File: src/rtl/mandel_pixel_sequencer.sv
`default_nettype none
// ============================================================================
// Module      : mandel_pixel_sequencer
// Description : Frame-level controller for the Mandelbrot iteration engine.
//               Walks the frame in raster order, starts the engine on each
//               pixel, counts escape iterations up to a latched limit, and
//               emits one (address, count, in-set) result per pixel over a
//               valid/ready stream.
// Revision    : 1.0 - initial release
// ============================================================================
module mandel_pixel_sequencer #(
  parameter int H_RES  = 160,
  parameter int V_RES  = 120,
  parameter int X_W    = 8,
  parameter int Y_W    = 7,
  parameter int ADDR_W = 15,
  parameter int ITER_W = 8
) (
  input  logic              clk,
  input  logic              rst,          // asynchronous, active-low
  input  logic              start,
  input  logic              abort,
  input  logic [ITER_W-1:0] max_iter,
  output logic              busy,
  output logic              frame_done,
  output logic              eng_init,
  output logic              eng_step,
  output logic [X_W-1:0]    eng_px_x,
  output logic [Y_W-1:0]    eng_px_y,
  input  logic              eng_diverged,
  output logic              pix_valid,
  input  logic              pix_ready,
  output logic [ADDR_W-1:0] pix_addr,
  output logic [ITER_W-1:0] pix_iter,
  output logic              pix_inset
);

  localparam logic [2:0] c_ST_IDLE = 3'd0;
  localparam logic [2:0] c_ST_INIT = 3'd1;
  localparam logic [2:0] c_ST_ITER = 3'd2;
  localparam logic [2:0] c_ST_EMIT = 3'd3;
  localparam logic [2:0] c_ST_DONE = 3'd4;

  localparam logic [X_W-1:0] c_X_LAST = X_W'(H_RES - 1);
  localparam logic [Y_W-1:0] c_Y_LAST = Y_W'(V_RES - 1);

  logic [2:0]        r_state;
  logic [X_W-1:0]    r_x;
  logic [Y_W-1:0]    r_y;
  logic [ADDR_W-1:0] r_addr;
  logic [ITER_W-1:0] r_iter_cnt;
  logic [ITER_W-1:0] r_limit;
  logic [ITER_W-1:0] r_pix_iter;
  logic              r_pix_inset;

  logic w_in_iter;
  logic w_lim_hit;
  logic w_last_px;

  assign w_in_iter = (r_state == c_ST_ITER);
  assign w_lim_hit = (r_iter_cnt == r_limit);
  assign w_last_px = (r_x == c_X_LAST) && (r_y == c_Y_LAST);

  // Divergence outranks the limit, so a step is only issued when neither ends the pixel.
  assign eng_step   = w_in_iter && !eng_diverged && !w_lim_hit;
  assign eng_init   = (r_state == c_ST_INIT);
  assign pix_valid  = (r_state == c_ST_EMIT);
  assign frame_done = (r_state == c_ST_DONE);
  assign busy       = (r_state != c_ST_IDLE);
  assign eng_px_x   = r_x;
  assign eng_px_y   = r_y;
  assign pix_addr   = r_addr;
  assign pix_iter   = r_pix_iter;
  assign pix_inset  = r_pix_inset;

  // Frame sequencing FSM with pixel coordinates, iteration counter and result registers.
  always_ff @(posedge clk or negedge rst) begin
    if (!rst) begin
      r_state     <= c_ST_IDLE;
      r_x         <= '0;
      r_y         <= '0;
      r_addr      <= '0;
      r_iter_cnt  <= '0;
      r_limit     <= '0;
      r_pix_iter  <= '0;
      r_pix_inset <= 1'b0;
    end else if (abort && (r_state != c_ST_IDLE)) begin
      // Abort abandons the frame; coordinates are left as-is since the next start clears them.
      r_state <= c_ST_IDLE;
    end else begin
      case (r_state)
        c_ST_IDLE: begin
          if (start) begin
            r_limit <= max_iter;
            r_x     <= '0;
            r_y     <= '0;
            r_addr  <= '0;
            r_state <= c_ST_INIT;
          end
        end
        c_ST_INIT: begin
          r_iter_cnt <= '0;
          r_state    <= c_ST_ITER;
        end
        c_ST_ITER: begin
          if (eng_diverged) begin
            r_pix_iter  <= r_iter_cnt;
            r_pix_inset <= 1'b0;
            r_state     <= c_ST_EMIT;
          end else if (w_lim_hit) begin
            r_pix_iter  <= r_limit;
            r_pix_inset <= 1'b1;
            r_state     <= c_ST_EMIT;
          end else begin
            r_iter_cnt <= r_iter_cnt + 1'b1;
          end
        end
        c_ST_EMIT: begin
          if (pix_ready) begin
            if (w_last_px) begin
              r_state <= c_ST_DONE;
            end else begin
              if (r_x == c_X_LAST) begin
                r_x <= '0;
                r_y <= r_y + 1'b1;
              end else begin
                r_x <= r_x + 1'b1;
              end
              r_addr  <= r_addr + 1'b1;
              r_state <= c_ST_INIT;
            end
          end
        end
        c_ST_DONE: begin
          r_state <= c_ST_IDLE;
        end
        default: begin
          r_state <= c_ST_IDLE;
        end
      endcase
    end
  end

endmodule
`default_nettype wire
File: config.mk
export PLATFORM = sky130hd
export DESIGN_NAME = mandel_pixel_sequencer
export DESIGN_NICKNAME = d
export VERILOG_FILES = /design/src/rtl/mandel_pixel_sequencer.sv
export SDC_FILE = /design/constraint.sdc
export NUM_CORES = 1
export LEC_CHECK = 0
export CAP_MARGIN = 40
export CORE_ASPECT_RATIO = 1.2
export CORE_UTILIZATION = 50
export DETAILED_ROUTE_END_ITERATION = 6
export PLACE_DENSITY = 0.79
export SETUP_SLACK_MARGIN = 0.3
export SLEW_MARGIN = 20
export SYNTH_ARGS = -nofsm -noshare
export SYNTH_HDL_FRONTEND = slang
export SYNTH_SLANG_ARGS = --single-unit
File: constraint.sdc
create_clock -name clk -period 5.33 [get_ports clk]
set_input_delay 1.066 -clock clk [delete_from_list [all_inputs] [get_ports clk]]
set_output_delay 1.066 -clock clk [all_outputs]
set_load 0.01 [all_outputs]
==> impl_metrics.env <==
export IMPL_antenna_found_initial=0
export IMPL_rsz0062_at_grt="false"
export IMPL_postCtsSetupBuffers=0
export IMPL_required_ps=4260
export IMPL_route_detailed_drc=0
export IMPL_r2r_start="eng_px_x[0]"
export IMPL_routed_wl_um=7340
export IMPL_relSlewSlack_pct=46.4
export IMPL_finalHoldWorstSlack_ps=506
export IMPL_fmax_mhz=270
export IMPL_syn_area_per_cell_sq_um=9.37
export IMPL_drive_gt1_share_pct=11.7
export IMPL_ys_flop_type="dfrtp_1"
export IMPL_syn2layout_area_growth_pct=26.9
export IMPL_h_tree_depth=3
export IMPL_drt_first_pass_iters=6
export IMPL_p_switching_mw=0.477
export IMPL_core_sq_um=6090
export IMPL_p_sw_share_pct=31.1
export IMPL_ctsHoldBuffers=0
export IMPL_period_minus_slack_ps=3710
export IMPL_finalMaxSlewViolations=0
export IMPL_die_h_um=89.6
export IMPL_nFillCells=502
export IMPL_regToRegSetupSlack_ps=2860
export IMPL_die_w_um=75.0
export IMPL_design_die_area_sq_um=6710
export IMPL_cp_end_kind="output pin"
export IMPL_vdd_ir_drop_worst_mv=0.235
export IMPL_tightestPinTransition_ps=798
export IMPL_ys_seq_area_share_pct=45.4
export IMPL_yosys_register_bits=58
export IMPL_grt_pass1_vias=2591
export IMPL_p_comb_share_pct=27.8
export IMPL_synth_edff_count=0
export IMPL_numCtsBuffers=9
export IMPL_track_usage_pct=24.0
export IMPL_vias_per_cell=5.88
export IMPL_fin_area_sq_um=4050
export IMPL_cts_tree="built"
export IMPL_critical_path_startpoint_type="flip-flop"
export IMPL_grt_max_degree=59
export IMPL_hold_violations=0
export IMPL_setup_ws_ps=1620
export IMPL_cellPowerDensity_nw_per_um2=378
export IMPL_path_clk_slew_ps=60
export IMPL_total_leakage_power_nw=1.64
export IMPL_clk_latency_ps=330
export IMPL_cts_resized=0
export IMPL_drv_cap=0
export IMPL_syn_nets=359
export IMPL_nets=415
export IMPL_setup_viol_count_final=0
export IMPL_cp_arrival_ps=2640
export IMPL_post_dp_cell_area_sq_um=3800
export IMPL_root_buffer="clkbuf_8"
export IMPL_status="finished clean"
export IMPL_io_buffer_count=57
export IMPL_ant_nets=0
export IMPL_rows=31
export IMPL_cp_max_fo=14
export IMPL_ios=58
export IMPL_antenna_cells=0
export IMPL_dpl_worst_slack_ps=1680
export IMPL_min_from="pix_addr[14]"
export IMPL_clock_sinks=58
export IMPL_hold_class="flip-flop to flip-flop"
export IMPL_grt_first_pass_wirelength_um=12200
export IMPL_seq_power_share_pct=39.0
export IMPL_startpoint="r_iter_cnt[3]"
export IMPL_fin_crit_sh_pct=69.6
export IMPL_dp_hpwl_um=5100
export IMPL_final_setup_tns_ps=0
export IMPL_start_util_pct=52.5
export IMPL_syn_cell_area_sq_um=3190
export IMPL_path_class="flip-flop to output pin"
export IMPL_wl_per_cell_um=15.2
export IMPL_skew_ps=8.38
export IMPL_clockPowerShare_pct=33.1
export IMPL_p_int_mw=1.06
export IMPL_syn_inst=341
export IMPL_grt_ovfl_total=0
export IMPL_ys_types=52
export IMPL_placedCellCount=468
export IMPL_clockBufferDepth=2
export IMPL_async_flop_share_pct=100
export IMPL_drtIter0Drc=206
export IMPL_layout_cells_non_filler=484
export IMPL_vias=2847
export IMPL_yosysWarnings=0
export IMPL_gp_congestion=0.868
[per-layer routing]
layer / vias up / track usage [%] / wire length, um
met5: - / 0 / 0
met4: 0 / 8.92 / 85
met3: 6 / 6.54 / 350
met2: 87 / 38.4 / 3580
met1: 1380 / 31.1 / 3320
li1: 1374 / - / -
[path summary, 6_finish.rpt]
check | end | depth (start not counted)
min in group asynchronous | r_limit[5] | 2
max in group asynchronous | eng_px_x[3] | 2
worst min-delay path | pix_addr[14] | 1
worst max register to register | eng_px_y[6] | 6
worst max-delay path | eng_step | 5
worst min register to register | pix_addr[14] | 1
[area by class of cell]
class                      instances  area (sq um)  area share [%]
multi-input combinational        259          1630            40.1
sequential                        58          1450            35.8
timing repair buffer              60           588            14.5
clock buffer                      11           151            3.73
tap                               82           103            2.53
clock inverter                     5           100            2.47
inverter                           9          33.8           0.833
[flip-flops by register name, summed over array words and instances, names as in the netlist]
signal and cells:
pix_iter 8, pix_inset 1, eng_px_x 8, r_limit 8
r_iter_cnt 8, eng_px_y 7, pix_addr 15, r_state 3
[synthesized netlist by cell type (6+ instances only)]
library cell  count  area (sq um)
dfrtp_1          58          1450
nor4_1            6          37.5
o22ai_1          18           113
inv_1             9          33.8
a31oi_1           8          50.1
nor2_1           27           101
and2_1            6          37.5
buf_2             6          30.0
xor2_1            8          70.1
a21oi_1          15          75.1
nand3_1          17          85.1
o21ai_0          36           180
mux2_2           10           113
nand2_1          40           150
nor3_1            8          40.0
[power groups by stage]
stage | clock network, mW | logic [mW] | registers (mW)
detailed placement | 0 | 0.426 | 0.607
global route | 0.540 | 0.470 | 0.611
finish | 0.508 | 0.427 | 0.599
CTS | 0.516 | 0.429 | 0.599
floorplan | 0 | 0.293 | 0.589
global placement | 0 | 0.421 | 0.603
[metrics by stage]
stage	power [mW]	util (%)
floorplan	0.883	-
global placement	1.02	62.3
detailed placement	1.03	62.4
CTS	1.54	66.6
global route	1.62	66.6
finish	1.53	66.6
[kinds of logic (layout without fill, tap and decap cells)]
family	count (synthesis)	count (layout)	synth area share (%)
AND/OR/NAND/NOR	128	128	20.6
AO/OA/AOI/OAI	107	107	22.5
flip-flops	58	58	45.4
buffers and inverters	24	85	3.64
multiplexers	11	11	3.84
XOR/XNOR	9	9	2.47
adder cells (fa/ha/maj)	4	4	1.57
[worst max-delay path, stage by stage (launching register included)]
cell,delay [ps]
dfrtp_1,480
xor2_1,210
nor4_2,440
and2_1,530
nor3_1,150
clkdlybuf4s50_1,510
[cell usage in the layout, fill, tap and decap left out, drive strengths merged, types with 3 or more instances in the layout]
| cell type | instances |
|---|---|
| dfrtp | 58 |
| clkdlybuf4s50 | 56 |
| nand2 | 40 |
| o21ai | 38 |
| nor2 | 28 |
| o22ai | 18 |
| nand3 | 17 |
| a21oi | 15 |
| clkbuf | 11 |
| mux2 | 10 |
| inv | 9 |
| xor2 | 8 |
| nor3 | 8 |
| a31oi | 8 |
| nor4 | 8 |
| and2 | 6 |
| nand4 | 5 |
| o31ai | 5 |
| nor2b | 4 |
| o311ai | 4 |
| a22oi | 4 |
| a41oi | 4 |
| ha | 4 |
| buf | 4 |
| and3 | 3 |
| bufinv | 3 |
Power figures use the tool's default switching activity.
